<file path="src/rtl/ssram_fwft_ctrl_if.sv">
// Producer/consumer handshake and SSRAM port bundle for the FWFT FIFO controller.
// slave = controller side, master = producer/consumer plus the SSRAM instance.
interface ssram_fwft_ctrl_if #(
   parameter int Depth = 512,
   parameter int Width = 8
);
   localparam int AW = $clog2(Depth);
   localparam int CW = AW + 1;

   logic             push;
   logic [Width-1:0] push_data;
   logic             pop;
   logic [Width-1:0] pop_data;
   logic             pop_valid;
   logic             full;
   logic             empty;
   logic             almost_full;
   logic             almost_empty;
   logic [CW-1:0]    count;
   logic             overflow;
   logic             underflow;
   logic             clr_err;
   logic             mem_wr_en;
   logic [AW-1:0]    mem_wr_addr;
   logic [Width-1:0] mem_wr_data;
   logic             mem_rd_en;
   logic [AW-1:0]    mem_rd_addr;
   logic [Width-1:0] mem_rd_data;

   modport slave (
      input  push, push_data, pop, clr_err, mem_rd_data,
      output pop_data, pop_valid, full, empty, almost_full, almost_empty, count,
             overflow, underflow, mem_wr_en, mem_wr_addr, mem_wr_data,
             mem_rd_en, mem_rd_addr
   );

   modport master (
      output push, push_data, pop, clr_err, mem_rd_data,
      input  pop_data, pop_valid, full, empty, almost_full, almost_empty, count,
             overflow, underflow, mem_wr_en, mem_wr_addr, mem_wr_data,
             mem_rd_en, mem_rd_addr
   );
endinterface

</file>
<file path="src/rtl/ssram_fwft_ctrl.sv">
// FWFT FIFO controller for one registered-read SSRAM; the SSRAM read register is
// the output stage, so prefetch keeps it loaded whenever words are waiting.
module ssram_fwft_ctrl #(
   parameter int Depth       = 512,
   parameter int Width       = 8,
   parameter int AlmostFull  = Depth - 4,
   parameter int AlmostEmpty = 4
) (
   input logic               clk,
   input logic               rst_n,
   ssram_fwft_ctrl_if.slave  bus
);
   localparam int AW = $clog2(Depth);
   localparam int CW = AW + 1;

   logic [AW-1:0]    r_wptr;
   logic [AW-1:0]    r_rptr;
   logic [CW-1:0]    r_count;
   logic [CW-1:0]    r_ram_cnt;
   logic             r_pop_valid;
   logic             r_overflow;
   logic             r_underflow;

   logic             w_full;
   logic             w_wr_acc;
   logic             w_pop_acc;
   logic             w_fetch;
   logic             w_ovf_evt;
   logic             w_unf_evt;
   logic [Width-1:0] w_head;

   assign w_full    = (r_count == CW'(Depth));
   assign w_wr_acc  = bus.push & ~w_full;
   assign w_pop_acc = bus.pop & r_pop_valid;
   // Registered ram_cnt only: a word written this cycle cannot be fetched until next cycle.
   assign w_fetch   = (r_ram_cnt != '0) & (~r_pop_valid | w_pop_acc);
   assign w_ovf_evt = bus.push & w_full;
   assign w_unf_evt = bus.pop & ~r_pop_valid;
   assign w_head    = bus.mem_rd_data;

   assign bus.mem_wr_en    = w_wr_acc;
   assign bus.mem_wr_addr  = r_wptr;
   assign bus.mem_wr_data  = bus.push_data;
   assign bus.mem_rd_en    = w_fetch;
   assign bus.mem_rd_addr  = r_rptr;

   assign bus.pop_data     = w_head;
   assign bus.pop_valid    = r_pop_valid;
   assign bus.count        = r_count;
   assign bus.full         = w_full;
   assign bus.empty        = (r_count == '0);
   assign bus.almost_full  = (r_count >= CW'(AlmostFull));
   assign bus.almost_empty = (r_count <= CW'(AlmostEmpty));
   assign bus.overflow     = r_overflow;
   assign bus.underflow    = r_underflow;

   always_ff @(posedge clk or negedge rst_n) begin
      if (!rst_n) begin
         r_wptr      <= '0;
         r_rptr      <= '0;
         r_count     <= '0;
         r_ram_cnt   <= '0;
         r_pop_valid <= 1'b0;
         r_overflow  <= 1'b0;
         r_underflow <= 1'b0;
      end else begin
         if (w_wr_acc) r_wptr <= r_wptr + AW'(1);
         if (w_fetch)  r_rptr <= r_rptr + AW'(1);
         r_pop_valid <= w_fetch | (r_pop_valid & ~w_pop_acc);
         r_ram_cnt   <= r_ram_cnt + CW'(w_wr_acc) - CW'(w_fetch);
         r_count     <= r_count + CW'(w_wr_acc) - CW'(w_pop_acc);
         // A new error in the same cycle as clr_err keeps the flag set.
         if (w_ovf_evt)        r_overflow  <= 1'b1;
         else if (bus.clr_err) r_overflow  <= 1'b0;
         if (w_unf_evt)        r_underflow <= 1'b1;
         else if (bus.clr_err) r_underflow <= 1'b0;
      end
   end
endmodule
</file>
<file path="src/flat_wrapper.sv">
// flat-port wrapper written by rule: the top's interface ports become plain ports
module ssram_fwft_ctrl_flat 
#(
   parameter int Depth       = 512,
   parameter int Width       = 8,
   parameter int AlmostFull  = Depth - 4,
   parameter int AlmostEmpty = 4
)
  (clk, rst_n, bus_push, bus_push_data, bus_pop, bus_clr_err, bus_mem_rd_data, bus_pop_data, bus_pop_valid, bus_full, bus_empty, bus_almost_full, bus_almost_empty, bus_count, bus_overflow, bus_underflow, bus_mem_wr_en, bus_mem_wr_addr, bus_mem_wr_data, bus_mem_rd_en, bus_mem_rd_addr);
  ssram_fwft_ctrl_if #(.Depth(Depth), .Width(Width)) bus_i ();
  input logic clk;
  input logic rst_n;
  input wire logic [$bits(bus_i.push)-1:0] bus_push;
  input wire logic [$bits(bus_i.push_data)-1:0] bus_push_data;
  input wire logic [$bits(bus_i.pop)-1:0] bus_pop;
  input wire logic [$bits(bus_i.clr_err)-1:0] bus_clr_err;
  input wire logic [$bits(bus_i.mem_rd_data)-1:0] bus_mem_rd_data;
  output wire logic [$bits(bus_i.pop_data)-1:0] bus_pop_data;
  output wire logic [$bits(bus_i.pop_valid)-1:0] bus_pop_valid;
  output wire logic [$bits(bus_i.full)-1:0] bus_full;
  output wire logic [$bits(bus_i.empty)-1:0] bus_empty;
  output wire logic [$bits(bus_i.almost_full)-1:0] bus_almost_full;
  output wire logic [$bits(bus_i.almost_empty)-1:0] bus_almost_empty;
  output wire logic [$bits(bus_i.count)-1:0] bus_count;
  output wire logic [$bits(bus_i.overflow)-1:0] bus_overflow;
  output wire logic [$bits(bus_i.underflow)-1:0] bus_underflow;
  output wire logic [$bits(bus_i.mem_wr_en)-1:0] bus_mem_wr_en;
  output wire logic [$bits(bus_i.mem_wr_addr)-1:0] bus_mem_wr_addr;
  output wire logic [$bits(bus_i.mem_wr_data)-1:0] bus_mem_wr_data;
  output wire logic [$bits(bus_i.mem_rd_en)-1:0] bus_mem_rd_en;
  output wire logic [$bits(bus_i.mem_rd_addr)-1:0] bus_mem_rd_addr;
  assign bus_i.push = bus_push;
  assign bus_i.push_data = bus_push_data;
  assign bus_i.pop = bus_pop;
  assign bus_i.clr_err = bus_clr_err;
  assign bus_i.mem_rd_data = bus_mem_rd_data;
  assign bus_pop_data = bus_i.pop_data;
  assign bus_pop_valid = bus_i.pop_valid;
  assign bus_full = bus_i.full;
  assign bus_empty = bus_i.empty;
  assign bus_almost_full = bus_i.almost_full;
  assign bus_almost_empty = bus_i.almost_empty;
  assign bus_count = bus_i.count;
  assign bus_overflow = bus_i.overflow;
  assign bus_underflow = bus_i.underflow;
  assign bus_mem_wr_en = bus_i.mem_wr_en;
  assign bus_mem_wr_addr = bus_i.mem_wr_addr;
  assign bus_mem_wr_data = bus_i.mem_wr_data;
  assign bus_mem_rd_en = bus_i.mem_rd_en;
  assign bus_mem_rd_addr = bus_i.mem_rd_addr;
  ssram_fwft_ctrl #(.Depth(Depth), .Width(Width), .AlmostFull(AlmostFull), .AlmostEmpty(AlmostEmpty)) u_core (.clk(clk), .rst_n(rst_n), .bus(bus_i));
endmodule
</file>
<file path="config.mk">
export PLATFORM = sky130hd
export DESIGN_NAME = ssram_fwft_ctrl_flat
export DESIGN_NICKNAME = d
export VERILOG_FILES = /design/src/rtl/ssram_fwft_ctrl_if.sv /design/src/rtl/ssram_fwft_ctrl.sv /design/src/flat_wrapper.sv
export SDC_FILE = /design/constraint.sdc
export NUM_CORES = 1
export LEC_CHECK = 0
export ABC_AREA = 1
export ABC_CLOCK_PERIOD_IN_PS = 3000
export CORE_ASPECT_RATIO = 1.4
export CORE_MARGIN = 5
export CORE_UTILIZATION = 26
export CTS_BUF_LIST = sky130_fd_sc_hd__clkbuf_16
export DETAILED_ROUTE_END_ITERATION = 7
export PLACE_DENSITY = 0.5
export SLEW_MARGIN = 0
export SYNTH_ARGS = -nofsm -noshare
export SYNTH_HDL_FRONTEND = slang
export SYNTH_SLANG_ARGS = --single-unit
</file>
<file path="constraint.sdc">
create_clock -name clk -period 3 [get_ports clk]
set_input_delay 0.6 -clock clk [delete_from_list [all_inputs] [get_ports clk]]
set_output_delay 0.6 -clock clk [all_outputs]
set_load 0.1 [all_outputs]
</file>
### Word-level counts from Yosys, hierarchy flattened

Index checks and enable logic that the tools add are counted.

* equality and inequality tests: 1
* bitwise gates (word level): 11
* magnitude comparators: 2
* reductions and logical operators: 4
* mux-type cells: 3
* add/subtract/negate cells: 6

Operators with widths (number)
* 10-bit by 1-bit adder with 10-bit output: 2
* 10-bit by 1-bit subtractor with 10-bit output: 2
* 9-bit by 1-bit adder with 9-bit output, second input constant: 2
* 10-bit == test, second input constant: 1
* 10-bit by 9-bit greater-or-equal comparator with 1-bit output, second input constant: 1
* 10-bit by 3-bit less-or-equal comparator with 1-bit output, second input constant: 1
* 10-bit zero test: 1
* 10-bit nonzero test: 1
* 1-bit bitwise AND: 6
* 2-bit nonzero test: 2
* 1-bit two-way mux: 3
* 1-bit inverter: 3
* 1-bit bitwise OR: 2

* input bits: 21
* flip-flop bits (word level): 41

### Longest topological paths before layout

Gate-level depths: netlist of run 1.

* depth after elaboration: 5
* mapped depth: 18
* gate-level depth less buffers: 18

### Worst setup path after synthesis of run 1

No wires, ideal clock.

* path type: register -> output
* start: reg u_core.r_count[6] (netlist: u_core.bus.count[6])
* end: out bus_almost_empty
* setup slack: -0.633 ns
* required time: 2.400 ns
* stages on the path, launching flop included: 6
* arrival: 3.033 ns
* path through: dfrtp_1 -> inv_1 -> ha_1 -> nand2_1 -> o221ai_1 -> a21oi_1

* longest elaborated chain between the ends: 1

RTL lines
* from (decl): line ssram_fwft_ctrl.sv:18 `logic [CW-1:0] r_count;`
* from (signal assigned): line ssram_fwft_ctrl.sv:71 `r_count <= r_count + CW'(w_wr_acc) - CW'(w_pop_acc);`
* 10-bit by 3-bit less-or-equal comparator with 1-bit output: line ssram_fwft_ctrl.sv:53 `assign bus.almost_empty = (r_count <= CW'(AlmostEmpty));`
* to (decl): line flat_wrapper.sv:23 `output wire logic [$bits(bus_i.almost_empty)-1:0] bus_almost_empty;`

Every way passes these cells.

### Worst setup path in the final report of run 1

* start: reg u_core.r_count[7] (netlist: u_core.bus.count[7])
* end: reg u_core.r_ram_cnt[6]

* longest elaborated chain between the ends: 5

RTL lines
* 10-bit == test: line ssram_fwft_ctrl.sv:32 `assign w_full = (r_count == CW'(Depth));`
* 1-bit inverter: line ssram_fwft_ctrl.sv:33 `assign w_wr_acc = bus.push & ~w_full;`
* 1-bit bitwise AND: line ssram_fwft_ctrl.sv:33
* 10-bit by 1-bit adder with 10-bit output: line ssram_fwft_ctrl.sv:70 `r_ram_cnt <= r_ram_cnt + CW'(w_wr_acc) - CW'(w_fetch);`
* 10-bit by 1-bit subtractor with 10-bit output: line ssram_fwft_ctrl.sv:70
* to (signal assigned): line ssram_fwft_ctrl.sv:70
* to (decl): line ssram_fwft_ctrl.sv:19 `logic [CW-1:0] r_ram_cnt;`

Every way passes these cells.
A chain may end at the register's enable or synchronous reset.

==> metrics.md, run 1 <==
| Metric | Value |
|---|---|
| Total negative setup slack | 0 ns |
| Max_cap viols | 0 |
| Vias post-DR | 2,508 |
| Startpoint types | flip-flop |
| Worst Path Required | 3.18 ns |
| Filler cell count | 1,252 |
| RSZ-0062 raised after global routing | false |
| Avg Vias per Cell | 4.24 |
| Clock root buffer | clkbuf_16 |
| Buffers on Ports | 41 |
| Drt pass-1 iters | 4 |
| Detailed placement HPWL | 5.59 mm |
| Final min period | 2.70 ns |
| Top achievable clock speed | 0.370 GHz |
| Total CTS buffers | 5 |
| Dominant cells by area after synthesis | dfrtp_1 (33%), nand2_1 (15%), ha_1 (15%) |
| Syn avg cell area | 7.57 um2 |
| Post-CTS Setup Bufs | 0 |
| Multi-input logic area | 1640 um2 |
| H-tree depth | 2 |
| Final layout net count | 503 |
| Skew final | 0.00413 ns |
| WL final | 6.99 mm |
| Post-Synthesis Net Count | 468 |
| Worst Hold Class | in -> async |
| Top_reg_cell synth | dfrtp_1 |
| Maximum number of pins on one net before global-route repair | 35 |
| Global-route wire length before repair | 11.7 mm |
| Clk_lat worst skew | 0.28 ns |
| Core area | 11,800 um2 |
| Maximum root-to-sink buffer count | 2 |
| Synthesis-to-layout area growth | 20.3% |
| CTS tree | done |
| EDFF count, synth | 0 |
| Register area share after synthesis | 33.2% |
| Layout cells sized above 1 | 17.3% |
| Starting Density | 26.3% |
| Total track usage | 10.3% |
| Hold buffers post-CTS | 0 |
| Tcrit/Tclk final | 90.1% |
| Residual DRC | 0 |
| Cell area after synthesis | 3090 um2 |
| ANT cells | 0 |
| Register area | 1030 um2 |
| Post-cts resize count | 0 |
| Finish-stage setup viols | 0 |
| Die height | 139 um |
| Final Hold Fails | 0 |
| Status | completed |
| FF+latch count, synth | 41 |
| Initial DRC count | 45 |
| CP max FO | 10 |
| Yosys warns | 0 |
| Antenna-violating nets left | 0 |
| Worst-Margin Slew | 0.803 ns |
| Routed length per placed instance | 11.8 um |
| Commonest cells after routing, fill and taps aside | nand2_1 (124), inv_1 (79), buf_4 (38) |
| Overflow after GRT | 0 |
| Commonest non-fill, non-tap cell in the layout | nand2_1 |
| Number of antenna violations at the first check in global routing | 0 |
| FP Rows | 47 |
| Setup slack, reg-to-reg | 0.30 ns |
| I/O pins | 74 |
| Crit Path Category | reg -> reg |
| Area leader, netlist | dfrtp_1 |
| Clock-pin slew on the worst setup and hold paths | 0.06 ns |
| Global placement routability congestion | 0.780 |
| Yosys top cell area share | 33.2% |
| Cells after Synth | 408 |
| CP endpoint kind | flip-flop |
| CP arrival | 2.88 ns |
| Clock sinks | 41 |
| Vias in the first global route | 2,559 |
| Die area | 14,200 um2 |
| Rel. slew slack | 46.4% |
| Max-slew violations | 0 |
| Yosys cell types | 27 |
| Die W | 102 um |
| Asr flop ratio synth | 100% |
## registers in the layout, summed over array words and instances (netlist names)
signal	cells
u_core.bus.count	10
u_core.r_ram_cnt	10
u_core.bus.mem_rd_addr	9
u_core.bus.mem_wr_addr	9
u_core.bus.overflow	1
u_core.bus.pop_valid	1
u_core.bus.underflow	1
## per-stage QoR
stage	hold WS (ns)	area [um2]	util (%)	std cells	setup WS, ns
floorplan	0.304	3100	-	408	0.00346
global placement	0.505	3530	30.0	583	0.156
detailed placement	0.511	3530	30.0	583	0.120
CTS	0.439	3720	31.6	591	0.260
global route	0.476	3720	31.6	591	0.0658
finish	0.406	3720	31.6	591	0.298
## worst paths after layout
kind                                          startpoint                                    end  cells after the start
setup / recovery           u_core.bus.count[7]$_DFF_PN0_          u_core.r_ram_cnt[6]$_DFF_PN0_                     15
hold reg to reg            u_core.r_ram_cnt[0]$_DFF_PN0_          u_core.r_ram_cnt[0]$_DFF_PN0_                      1
min in group clk           u_core.r_ram_cnt[0]$_DFF_PN0_          u_core.r_ram_cnt[0]$_DFF_PN0_                      1
hold / removal                                     rst_n  u_core.bus.mem_rd_addr[6]$_DFFE_PN0P_                      1
max in group asynchronous                          rst_n          u_core.bus.count[3]$_DFF_PN0_                      2
setup reg to reg           u_core.bus.count[7]$_DFF_PN0_          u_core.r_ram_cnt[6]$_DFF_PN0_                     15
## worst max-delay path, cell delays in order, from the launching register on
cell and delay, ns:
dfrtp_2 0.45, inv_1 0.11, ha_1 0.16, nand2_1 0.07, inv_1 0.10, nand4_2 0.14, nand2_4 0.17, ha_1 0.25
inv_1 0.06, ha_1 0.15, inv_1 0.07, fa_1 0.42, o21ai_2 0.22, nand2_1 0.10, nand3_1 0.08, nand2_1 0.05
## cell type report
cell class	instances	area share, %
multi-input cells	270	44.1
flip-flops and latches	41	27.8
repair buffers	44	9.69
inverters	81	8.31
well taps	147	4.95
clock buffers	5	3.37
clock inverters	3	1.75
## Yosys cell counts, types with 2 or more instances
cell type / number
inv_1: 79
o21ai_0: 4
xor2_1: 13
a21oi_1: 8
inv_4: 2
fa_1: 2
nor2_1: 19
nor2_2: 4
nand4_1: 9
nor3_1: 2
nand3_1: 24
o21ai_2: 6
nor2_4: 2
xnor2_1: 3
o21bai_1: 4
buf_4: 16
ha_1: 37
nand2_2: 2
nand2_1: 124
dfrtp_1: 41
## routing by layer
layer | GRT usage (%) | vias to the layer above | share of wire, %
met5 | 0 | - | 0
met4 | 3.94 | 0 | 1.4
met3 | 2.01 | 8 | 4.4
met2 | 19.1 | 32 | 54
met1 | 11.1 | 1165 | 41
li1 | - | 1303 | -
## logic make-up (layout without fill, tap and decap cells)
| group | after synthesis | after routing | share of synthesized area (%) |
|---|---|---|---|
| buf+inv | 97 | 133 | 13.9 |
| compound gates | 26 | 26 | 5.75 |
| flops | 41 | 41 | 33.2 |
| fa+ha+maj | 39 | 39 | 16.3 |
| simple gates | 189 | 189 | 26.3 |
| xor+xnor | 16 | 16 | 4.54 |
Power of run 1 is left out: the tool's default activity adds up to more than one toggle a clock period on the data nets, which glitch-free logic cannot reach.
==> run 2, diff against run 1 <==
CELL_PAD_IN_SITES_DETAIL_PLACEMENT = 1   (was not set)
CELL_PAD_IN_SITES_GLOBAL_PLACEMENT = 2   (was not set)
PLACE_DENSITY = 0.78   (was 0.5)
==> run 2 against run 1 <==
Global-route usage rose by 1.8 points. Register-to-register slack got worse by 0.02 ns. Critical path depth unchanged. Cell count grew 0.34%. Wire length grew 14%. First-iteration DRC count rose by 38%. Critical path type unchanged. Largest cell class unchanged. Highest routed layer unchanged.
==> metrics.md, run 2 (synthesized netlist as in run 1, its figures left out) <==
| Metric | Value |
|---|---|
| Die height | 139 um |
| Final Hold Fails | 0 |
| Slowest CP cell | dfrtp_2 |
| Total CTS buffers | 5 |
| Worst Hold Class | in -> async |
| Final layout net count | 505 |
| Clock-pin slew on the worst setup and hold paths | 0.06 ns |
| Reg2Reg Depth | 15 |
| Residual DRC | 0 |
| Commonest cells after routing, fill and taps aside | nand2_1 (124), inv_1 (79), buf_4 (40) |
| Die W | 102 um |
| Worst R2R End | u_core.r_ram_cnt[6]$_DFF_PN0_ |
| Setup crit start | u_core.bus.count[6]$_DFF_PN0_ |
| Antenna-violating nets left | 0 |
| Number of antenna violations at the first check in global routing | 0 |
| Total track usage | 12.1% |
| Overflow after GRT | 0 |
| Total negative setup slack | 0 ns |
| Synthesis-to-layout area growth | 20.0% |
| Worst-Margin Slew | 0.544 ns |
| FP Rows | 47 |
| Max-slew violations | 0 |
| CTS tree | done |
| CP max stage delay | 0.44 ns |
| Die area | 14,200 um2 |
| Commonest non-fill, non-tap cell in the layout | nand2_1 |
| Clk_lat worst skew | 0.29 ns |
| RSZ-0062 raised after global routing | false |
| Layout cells sized above 1 | 17.5% |
| Final min period | 2.72 ns |
| Post-cts resize count | 0 |
| Cell depth of the worst setup path | 15 |
| Maximum number of pins on one net before global-route repair | 22 |
| Cell mode on critical path | inv_1 |
| ANT cells | 0 |
| CP arrival | 2.90 ns |
| H-tree depth | 2 |
| Vias post-DR | 2,629 |
| Pre-CTS setup slack | 0.0677 ns |
| Routed length per placed instance | 13.5 um |
| Rel. slew slack | 63.7% |
| Worst path top cell family by delay | adder cells |
| Buffers on Ports | 41 |
| Crit Path Category | reg -> reg |
| Detailed placement HPWL | 6.64 mm |
| Core area | 11,800 um2 |
| Hold buffers post-CTS | 0 |
| Max_cap viols | 0 |
| Skew final | 0.00317 ns |
| I/O pins | 74 |
| Final setup margin | 0.276 ns |
| CP endpoint kind | flip-flop |
| Crit path to | u_core.r_ram_cnt[6]$_DFF_PN0_ |
| Avg Vias per Cell | 4.43 |
| FF-to-FF Start | u_core.bus.count[6]$_DFF_PN0_ |
| Drt pass-1 iters | 4 |
| Starting Density | 26.3% |
| Status | completed |
| Post-CTS Setup Bufs | 0 |
| WL final | 8.01 mm |
| Finish-stage setup viols | 0 |
| CP Cell Sequence | inv_1, ha_1, nand2_1, inv_1, nand4_2, nand2_4, ha_1, inv_1, ha_1, inv_1, fa_1, o21ai_2, nand2_1, nand3_1, nand2_1 |
| Clock sinks | 41 |
| Global placement routability congestion | 0.825 |
| Top achievable clock speed | 0.367 GHz |
| Worst Path Required | 3.18 ns |
| Clock root buffer | clkbuf_16 |
| Initial DRC count | 62 |
| Tcrit/Tclk final | 90.8% |
| Global-route wire length before repair | 13.8 mm |
| Setup slack, reg-to-reg | 0.28 ns |
| CP bufs+invs | 4 |
| Vias in the first global route | 2,910 |
| CP max FO | 4 |
| Startpoint types | flip-flop |
| Maximum root-to-sink buffer count | 2 |
[run 2: cell count changes in the layout (fill, tap and decap cells not counted), sizes merged]
cell / delta
buf: +2
bufinv: -1
clkinvlp: +1
[run 2: how the worst min path moves through the flow]
stage,startpoint,endpoint,slack [ns],cells past startpoint
2_1_floorplan,rst_n,u_core.bus.count[0]$_DFF_PN0_,0.30,0
3_3_place_gp,u_core.r_ram_cnt[0]$_DFF_PN0_,u_core.r_ram_cnt[0]$_DFF_PN0_,0.50,1
3_5_place_dp,u_core.r_ram_cnt[0]$_DFF_PN0_,u_core.r_ram_cnt[0]$_DFF_PN0_,0.50,1
4_1_cts,rst_n,u_core.bus.count[0]$_DFF_PN0_,0.31,1
5_1_grt,rst_n,u_core.bus.count[0]$_DFF_PN0_,0.33,1
6_report,rst_n,u_core.bus.mem_wr_addr[1]$_DFFE_PN0P_,0.29,1
[run 2: routing by layer]
metal,GRT usage [%],wire [um]
met5,0,0
met1,13.3,3140
met4,3.39,100
met2,23.0,4480
met3,2.32,278
[run 2: layout make-up]
cell class,count,area [um2]
Multi-Input combinational cell,270,1640
Clock inverter,3,41.3
Inverter,81,309
Clock buffer,5,125
Tap cell,147,184
Sequential cell,41,1030
Fill cell,1462,8050
Timing Repair Buffer,46,375
[run 2: through the flow]
stage                     instance area [um2]  instances  util [%]  hold slack (ns)
after floorplan                          3100        408         -            0.304
after global placement                   3540        585      30.1            0.502
after detailed placement                 3540        585      30.1            0.499
after CTS                                3710        593      31.5            0.312
after global routing                     3710        593      31.5            0.328
final                                    3710        593      31.5            0.295
[run 2: worst register-to-register path, stage by stage (launching register included)]
cell	delay, ns
dfrtp_2	0.44
inv_1	0.12
ha_1	0.18
nand2_1	0.08
inv_1	0.12
nand4_2	0.14
nand2_4	0.11
ha_1	0.23
inv_1	0.06
ha_1	0.16
inv_1	0.08
fa_1	0.43
o21ai_2	0.24
nand2_1	0.10
nand3_1	0.08
nand2_1	0.06
Power of run 2 is left out for the same reason.
==> run 3, diff against run 2 <==
ABC_CLOCK_PERIOD_IN_PS = 3440   (was 3000)
clock period = 3.44 ns   (was 3 ns; I/O delays follow)
==> run 3 against run 2 <==
Utilization decreased by 0.61 points. Global-route usage about the same. Register-to-register slack improved by 0.41 ns. Wire length decreased by 0.42%. Critical path depth unchanged. Fmax decreased by 0.97%. Sequential share of layout area increased by 0.34 points. Worst setup slack improved by 0.41 ns. Count of clock-buffer cells in the layout unchanged. Critical endpoint unchanged. Largest cell class unchanged.
==> metrics.md, run 3 (synthesized netlist as in run 1, its figures left out) <==
| Metric | Value |
|---|---|
| Drt pass-1 iters | 4 |
| Core area | 11,800 um2 |
| Number of antenna violations at the first check in global routing | 0 |
| CTS tree | done |
| Tcrit/Tclk final | 80.0% |
| WL final | 7.97 mm |
| CP endpoint kind | flip-flop |
| Layout cells sized above 1 | 14.9% |
| Maximum number of pins on one net before global-route repair | 42 |
| CP arrival | 2.93 ns |
| Clock sinks | 41 |
| Cell mode on critical path | inv_1 |
| Total track usage | 12.1% |
| Met2 usage | 22.3% |
| Crit Path Category | reg -> reg |
| Skew final | 0.00641 ns |
| Status | completed |
| Post-CTS Setup Bufs | 0 |
| Clock-pin slew on the worst setup and hold paths | 0.06 ns |
| Final Hold Fails | 0 |
| Worst-Margin Slew | 0.999 ns |
| Top achievable clock speed | 0.364 GHz |
| Clk_lat worst skew | 0.29 ns |
| Worst path top cell family by delay | adder cells |
| Commonest cells after routing, fill and taps aside | nand2_1 (124), inv_1 (79), dfrtp_1 (41) |
| Routed length per placed instance | 13.5 um |
| Avg Vias per Cell | 4.44 |
| Total CTS buffers | 5 |
| WHS Path Cells | 2 |
| Global placement routability congestion | 0.826 |
| Rel. slew slack | 33.4% |
| Global-route wire length before repair | 13.7 mm |
| Maximum root-to-sink buffer count | 2 |
| CP max stage delay | 0.43 ns |
| ANT cells | 0 |
| Worst hold margin | 0.523 ns |
| Commonest non-fill, non-tap cell in the layout | nand2_1 |
| Antenna-violating nets left | 0 |
| Vias in the first global route | 2,887 |
| CP max FO | 10 |
| Initial DRC count | 64 |
| GR Layer Usage met3 | 2.26% |
| Slowest CP cell | dfrtp_1 |
| Total negative setup slack | 0 ns |
| Top Usage Layer GRT | met2 |
| Die W | 102 um |
| Residual DRC | 0 |
| RSZ-0062 raised after global routing | false |
| Max-slew violations | 0 |
| Clock root buffer | clkbuf_16 |
| Detailed placement HPWL | 6.60 mm |
| Post-cts resize count | 0 |
| H-tree depth | 2 |
| CP bufs+invs | 4 |
| Die area | 14,200 um2 |
| Synthesis-to-layout area growth | 17.7% |
| Die height | 139 um |
| Hold buffers post-CTS | 0 |
| Finish-stage setup viols | 0 |
| Buffers on Ports | 41 |
| Worst Path Required | 3.62 ns |
| I/O pins | 74 |
| Reg2Reg Depth | 15 |
| Met1 usage | 13.9% |
| CP Cell Sequence | inv_1, ha_1, nand2_1, inv_1, nand4_2, nand2_4, ha_1, inv_1, ha_1, inv_1, fa_1, o21ai_2, nand2_1, nand3_1, nand2_1 |
| Overflow after GRT | 0 |
| Max_cap viols | 0 |
| Final layout net count | 502 |
| Startpoint types | flip-flop |
| Starting Density | 26.3% |
| Worst Hold Class | reg -> reg |
| Final min period | 2.75 ns |
| Vias post-DR | 2,617 |
| FP Rows | 47 |
| Cell depth of the worst setup path | 15 |
[run 3: cell count changes in the layout (fill, tap and decap cells not counted)]
cell             change
clkdlybuf4s50_1      +1
buf_4                -3
clkinvlp_4           -1
dfrtp_1              +6
nor2_1               +1
clkinv_2             +1
nor2_2               -1
clkinv_1             +1
bufinv_16            -1
buf_12               -1
dfrtp_2              -6
[run 3: area by class of cell]
type | count | area, um2
multi-input combinational | 270 | 1640
fill | 1481 | 8120
tap | 147 | 184
inverter | 81 | 309
sequential | 41 | 1030
timing repair buffer | 43 | 343
clock inverter | 3 | 12.5
clock buffer | 5 | 125
[run 3: final timing paths]
path                                               endpoint                              from  slack [ns]
setup / recovery              u_core.r_ram_cnt[6]$_DFF_PN0_     u_core.bus.count[7]$_DFF_PN0_        0.69
hold / removal             u_core.bus.underflow$_DFFE_PN0P_  u_core.bus.underflow$_DFFE_PN0P_        0.52
setup reg to reg              u_core.r_ram_cnt[6]$_DFF_PN0_     u_core.bus.count[7]$_DFF_PN0_        0.69
hold reg to reg            u_core.bus.underflow$_DFFE_PN0P_  u_core.bus.underflow$_DFFE_PN0P_        0.52
max in group asynchronous     u_core.bus.count[8]$_DFF_PN0_                             rst_n        2.25
min in group asynchronous     u_core.r_ram_cnt[6]$_DFF_PN0_                             rst_n        0.57
[run 3: per-stage QoR]
step                instance area [um2]  setup WS (ns)  util, %  instances
detailed placement                 3500          0.438     29.8        582
floorplan                          3090          0.124        -        408
global placement                   3500          0.506     29.8        582
CTS                                3640          0.627     30.9        590
global route                       3640          0.435     30.9        590
finish                             3640          0.689     30.9        590
[run 3: routing by layer]
metal  part of all wire, %  wire [um]
met1                    40       3220
met2                    55       4360
met5                     0          0
met4                   1.2         96
met3                   3.7        295
[run 3: worst min-delay path, cell delays in order, from the launching register on]
cell	delay, ns
dfrtp_1	0.38
inv_1	0.05
o22ai_1	0.05
Power of run 3 is left out for the same reason.
==> RTL change 1 (flow settings as in run 1) <==
`Depth` is set to 512 in 3 places; all go to 128.
--- a/src/rtl/ssram_fwft_ctrl_if.sv
+++ b/src/rtl/ssram_fwft_ctrl_if.sv
@@ -1,7 +1,7 @@
 // Producer/consumer handshake and SSRAM port bundle for the FWFT FIFO controller.
 // slave = controller side, master = producer/consumer plus the SSRAM instance.
 interface ssram_fwft_ctrl_if #(
-   parameter int Depth = 512,
+   parameter int Depth = 128,
    parameter int Width = 8
 );
    localparam int AW = $clog2(Depth);
--- a/src/rtl/ssram_fwft_ctrl.sv
+++ b/src/rtl/ssram_fwft_ctrl.sv
@@ -1,7 +1,7 @@
 // FWFT FIFO controller for one registered-read SSRAM; the SSRAM read register is
 // the output stage, so prefetch keeps it loaded whenever words are waiting.
 module ssram_fwft_ctrl #(
-   parameter int Depth       = 512,
+   parameter int Depth       = 128,
    parameter int Width       = 8,
    parameter int AlmostFull  = Depth - 4,
    parameter int AlmostEmpty = 4
--- a/src/flat_wrapper.sv
+++ b/src/flat_wrapper.sv
@@ -1,7 +1,7 @@
 // flat-port wrapper written by rule: the top's interface ports become plain ports
 module ssram_fwft_ctrl_flat 
 #(
-   parameter int Depth       = 512,
+   parameter int Depth       = 128,
    parameter int Width       = 8,
    parameter int AlmostFull  = Depth - 4,
    parameter int AlmostEmpty = 4
Interface: changed (resized bus_count, bus_mem_rd_addr and bus_mem_wr_addr); port bits go from 74 to 68. No check against the original RTL was run, so the function may have changed too.
==> RTL change 1 against run 1 <==
- critical endpoint unchanged
- worst hold slack better by 110 ps
- worst setup slack better by 190 ps
- via count is 26% lower
- sequential cell count is 8 lower
- highest routed layer unchanged
- wire length is 28% lower
- die area is 22% lower
- register-to-register slack better by 260 ps
- synthesized cell count is 26% lower
- cell area is 23% lower
- synthesized area is 23% lower
- largest cell class unchanged
Power is not shown: default switching activity piles up to over one toggle a cycle in this logic, so the estimate is an artifact.
==> RTL change 1: results (changes against run 1) <==
----------------------------------------------------
[Run status]
  Status ... complete, no violations

[Yosys]
  Synthesized area per cell ... 7.830 sq um (+3.4%)
  Xor and xnor fraction of the mapped netlist area ... 4.444% (-0.092 points)
  Yosys cell types ... 23 (-15%)
  Most common library cells after synthesis ... sky130_fd_sc_hd__nand2_1, sky130_fd_sc_hd__inv_1, sky130_fd_sc_hd__dfrtp_1
  Synth Area in Adders ... 17.57% (+1.3 points)
  Share of the yosys chip area belonging to registers ... 34.92% (+1.7 points)
  Number of nets produced by synthesis ... 355 (-24%)
  Synth top area cells ... sky130_fd_sc_hd__dfrtp_1, sky130_fd_sc_hd__ha_1, sky130_fd_sc_hd__nand2_1
  Complex-gate fraction of the synthesized area ... 2.646% (-3.1 points)

[Placed design]
  Post-detailed-placement cell area ... 2703 sq um (-23%)
  Dpl cells ... 430 (-26%)
  Placed wire-length estimate after detailed placement ... 4017 um (-28%)
  Final estimated routing congestion in global placement ... 0.7705 (-1.2%)
  Number of port buffers ... 35 (-15%)
  Worst-case setup slack after placement ... 180.0 ps (+60.31 ps)

[CTS]
  Post-cts repair resize count ... 0 (unchanged)
  Worst-path clk slew ... 50 ps
  Clk root buf ... sky130_fd_sc_hd__clkbuf_16
  Clock Tree Buf Depth ... 2 (unchanged)
  Count of H-tree levels built during CTS ... 2 (unchanged)
  Total CTS buffers ... 5 (unchanged)

[Routing]
  Met2 wirelength from detailed routing ... 2561 um (-32%)
  Wire length per cell after detailed routing ... 11.45 um (-3.3%)
  Top Layer Used ... met4
  Detail-routed via count per cell ... 4.233 (-0.25%)
  Number of DRC markers after the initial detailed-route iteration ... 53 (+18%)
  Total number of vias ... 1854 (-26%)
  Number of iterations in the first detailed-routing pass ... 5 (+1)
  Wire length on met3 ... 284 um (-6.9%)
  Post-route met1 wirelength ... 2059 um (-28%)

[Cells and area]
  Fraction of layout cells with a size suffix above 1 ... 15.71% (-1.6 points)
  Layout Nets ... 383 (-24%)
  Antenna cell count ... 0 (unchanged)
  Layout filler cell count ... 973 (-22%)
  Area growth from synthesis to layout ... 21.16%

[Worst setup path]
  Worst path max stage delay ... 640 ps (+190 ps)
  Crit Path Max Fanout ... 9 (-1)
  Arrival time reported for the critical path endpoint ... 2690 ps (-190 ps)
  Count of cells along the worst register-to-register path ... 14 (-1)
  Library cell contributing the largest single delay on the critical path ... sky130_fd_sc_hd__clkdlybuf4s50_1

[Timing]
  Slew headroom ... 69.99% (+24 points)
  Clk_skew ... 5.231 ps (+1.103 ps)

[Worst hold path]
  Hold/Removal Path Class ... reg2reg

[GRT]
  Met1 GRT Util ... 10.10% (-1.0 points)
  Met2 capacity usage during global routing ... 17.50% (-1.6 points)
  Largest net degree at the start of global routing ... 34 (-2.9%)
  Met3 capacity usage during global routing ... 3.372% (+1.4 points)
  Gr usage total ... 9.698% (-0.59 points)
  Wire length of the first global-routing pass ... 8694 um (-26%)

----------------------------------------------------
==> RTL change 1: final cells by class <==
| type | count | area share [%] |
|---|---|---|
| multi-input cells | 195 | 42.05 |
| flip-flops and latches | 33 | 28.91 |
| repair buffers | 37 | 10.92 |
| inverters | 58 | 7.773 |
| well taps | 107 | 4.672 |
| clock buffers | 5 | 4.367 |
| clock inverters | 3 | 1.310 |
==> RTL change 1: final timing paths <==
path,to,startpoint,slack [ps]
worst max-delay path,u_core.r_ram_cnt[6],bus_push,490
worst max register to register,u_core.r_ram_cnt[6],u_core.bus.count[5],560
worst min-delay path,u_core.bus.mem_rd_addr[5],u_core.bus.mem_rd_addr[5],520
max in group asynchronous,u_core.bus.count[4],rst_n,1930
min in group asynchronous,u_core.bus.count[1],rst_n,730
worst min register to register,u_core.bus.mem_rd_addr[5],u_core.bus.mem_rd_addr[5],520
==> RTL change 2 (flow settings as in run 1) <==
Without the edit above. Make the reset (`rst_n`) synchronous in one clocked block.
--- a/src/rtl/ssram_fwft_ctrl.sv
+++ b/src/rtl/ssram_fwft_ctrl.sv
@@ -54,7 +54,7 @@
    assign bus.overflow     = r_overflow;
    assign bus.underflow    = r_underflow;
 
-   always_ff @(posedge clk or negedge rst_n) begin
+   always_ff @(posedge clk) begin
       if (!rst_n) begin
          r_wptr      <= '0;
          r_rptr      <= '0;
Function: differs if rst_n is asserted again (counterexample within 4 cycles, from zero or initial values and one cycle with rst_n low); with rst_n held inactive, the same outputs for 10 cycles.
==> RTL change 2 against run 1 <==
- sequential cell count unchanged
- wire length increased by 4.3%
- final cell count increased by 5.1%
- utilization decreased by 0.77 points
- highest routed layer unchanged
- worst setup slack improved by 75 ps
- cell area decreased by 2.9%
- synthesized area decreased by 0.81%
- critical path type is now in2reg
==> RTL change 2: results (changes against run 1) <==
----------------------------------------------------
[Worst setup path]
  End of the critical path ... u_core.r_ram_cnt[6]
  Start point of the critical path ... bus_pop
  Count of cells along the worst register-to-register path ... 17 (+2)
  Beginning of the worst register-to-register path ... u_core.bus.count[6]
  Arrival time reported for the critical path endpoint ... 2850 ps (-30 ps)
  Nature of the critical path startpoint ... input port
  Crit Path Max Fanout ... 4 (-6)

[Timing]
  Worst-margin pin slew ... 434.2 ps (-369.1 ps)
  Tmin final ... 2627 ps (-74.81 ps)
  Clk_skew ... 6.507 ps (+2.379 ps)

[GRT]
  Via count of the first global-routing pass ... 2637 (+3.0%)
  Gr usage total ... 10.81% (+0.52 points)
  Largest net degree at the start of global routing ... 25 (-29%)

[Placed design]
  Final estimated routing congestion in global placement ... 0.7959 (+2.1%)
  Dpl cells ... 614 (+5.3%)
  Post-detailed-placement cell area ... 3476 sq um (-1.5%)

[Yosys]
  Most instantiated flip-flop cell in the synthesis netlist ... sky130_fd_sc_hd__dfxtp_1
  Synth top area cells ... sky130_fd_sc_hd__dfxtp_1, sky130_fd_sc_hd__ha_1, sky130_fd_sc_hd__nand2_1
  Yosys cell types ... 30 (+11%)
  Number of nets produced by synthesis ... 502 (+7.3%)
  Most common library cells after synthesis ... sky130_fd_sc_hd__nand2_1, sky130_fd_sc_hd__inv_1, sky130_fd_sc_hd__dfxtp_1
  Post-synthesis instance total ... 442 (+8.3%)
  Synth async-reset ratio ... 0% (-100 points)
  Share of the yosys chip area belonging to registers ... 26.79% (-6.4 points)

[Worst hold path]
  Hold/Removal Path Class ... reg2reg

[Routing]
  Wire length per cell after detailed routing ... 11.75 um (-0.72%)

[Run status]
  Status ... complete, no violations

[Cells and area]
  Layout Nets ... 534 (+6.2%)
  Layout filler cell count ... 1280 (+2.2%)
  Fraction of layout cells with a size suffix above 1 ... 18.78% (+1.4 points)
  Post-route non-filler standard cell count ... 621 (+5.1%)

----------------------------------------------------
[RTL change 2: cell types whose count changed in the layout (fill, tap and decap cells not counted), moves of 7 or more]
cell	before	now
sky130_fd_sc_hd__dfrtp_1	35	0
sky130_fd_sc_hd__dfxtp_1	0	33
sky130_fd_sc_hd__a21oi_1	7	31
sky130_fd_sc_hd__nor2_1	18	40
sky130_fd_sc_hd__nand2_1	124	107
sky130_fd_sc_hd__dfxtp_2	0	8
sky130_fd_sc_hd__inv_2	0	8
sky130_fd_sc_hd__xor2_1	13	6
[RTL change 2: final cells by class]
| type | instances | area, sq um | area share (%) |
|---|---|---|---|
| clock buffers | 5 | 125.1 | 3.467 |
| well taps | 147 | 183.9 | 5.097 |
| flip-flops and latches | 41 | 830.8 | 23.02 |
| repair buffers | 46 | 380.4 | 10.54 |
| multi-input cells | 299 | 1774 | 49.17 |
| inverters | 81 | 306.5 | 8.495 |
| clock inverters | 2 | 7.507 | 0.2080 |
[RTL change 2: power by group through the flow]
| stage | clock [mW] | sequential (mW) | combinational, mW |
|---|---|---|---|
| global placement | 0 | 0.838 | 2.77 |
| floorplan | 0 | 1.32 | 1.82 |
| global route | 0.554 | 0.848 | 3.12 |
| detailed placement | 0 | 0.842 | 2.78 |
| CTS | 0.538 | 0.829 | 2.80 |
| finish | 0.518 | 0.824 | 2.78 |
[RTL change 2: cells by family (layout without fill, tap and decap cells)]
kind of cell	after synthesis	count (layout)	share of synthesized area, %
adder cells (fa/ha/maj)	39	39	16.41
buffers and inverters	102	134	15.43
flip-flops	41	41	26.79
AO/OA/AOI/OAI	54	54	10.09
XOR/XNOR	7	7	2.001
AND/OR/NAND/NOR	199	199	29.28
[RTL change 2: worst min-delay path, stage by stage, from the launching register on]
cell and delay [ps]:
sky130_fd_sc_hd__dfxtp_1 310, sky130_fd_sc_hd__nand2_1 60, sky130_fd_sc_hd__a21oi_1 60
[RTL change 2: per-layer routing]
| layer | wire length [um] | GRT usage [%] |
|---|---|---|
| met5 | 0 | 0 |
| met2 | 3659 | 19.10 |
| met1 | 3219 | 12.61 |
| met4 | 74 | 3.641 |
| met3 | 342 | 2.369 |
[RTL change 2: worst min-delay path by stage]
| stage | cells past startpoint | end | slack (ps) |
|---|---|---|---|
| global route | 2 | u_core.bus.underflow | 520 |
| floorplan | 3 | u_core.r_ram_cnt[0] | 530 |
| global placement | 2 | u_core.bus.underflow | 460 |
| finish | 2 | u_core.bus.underflow | 480 |
| detailed placement | 2 | u_core.bus.underflow | 460 |
| CTS | 2 | u_core.bus.underflow | 480 |
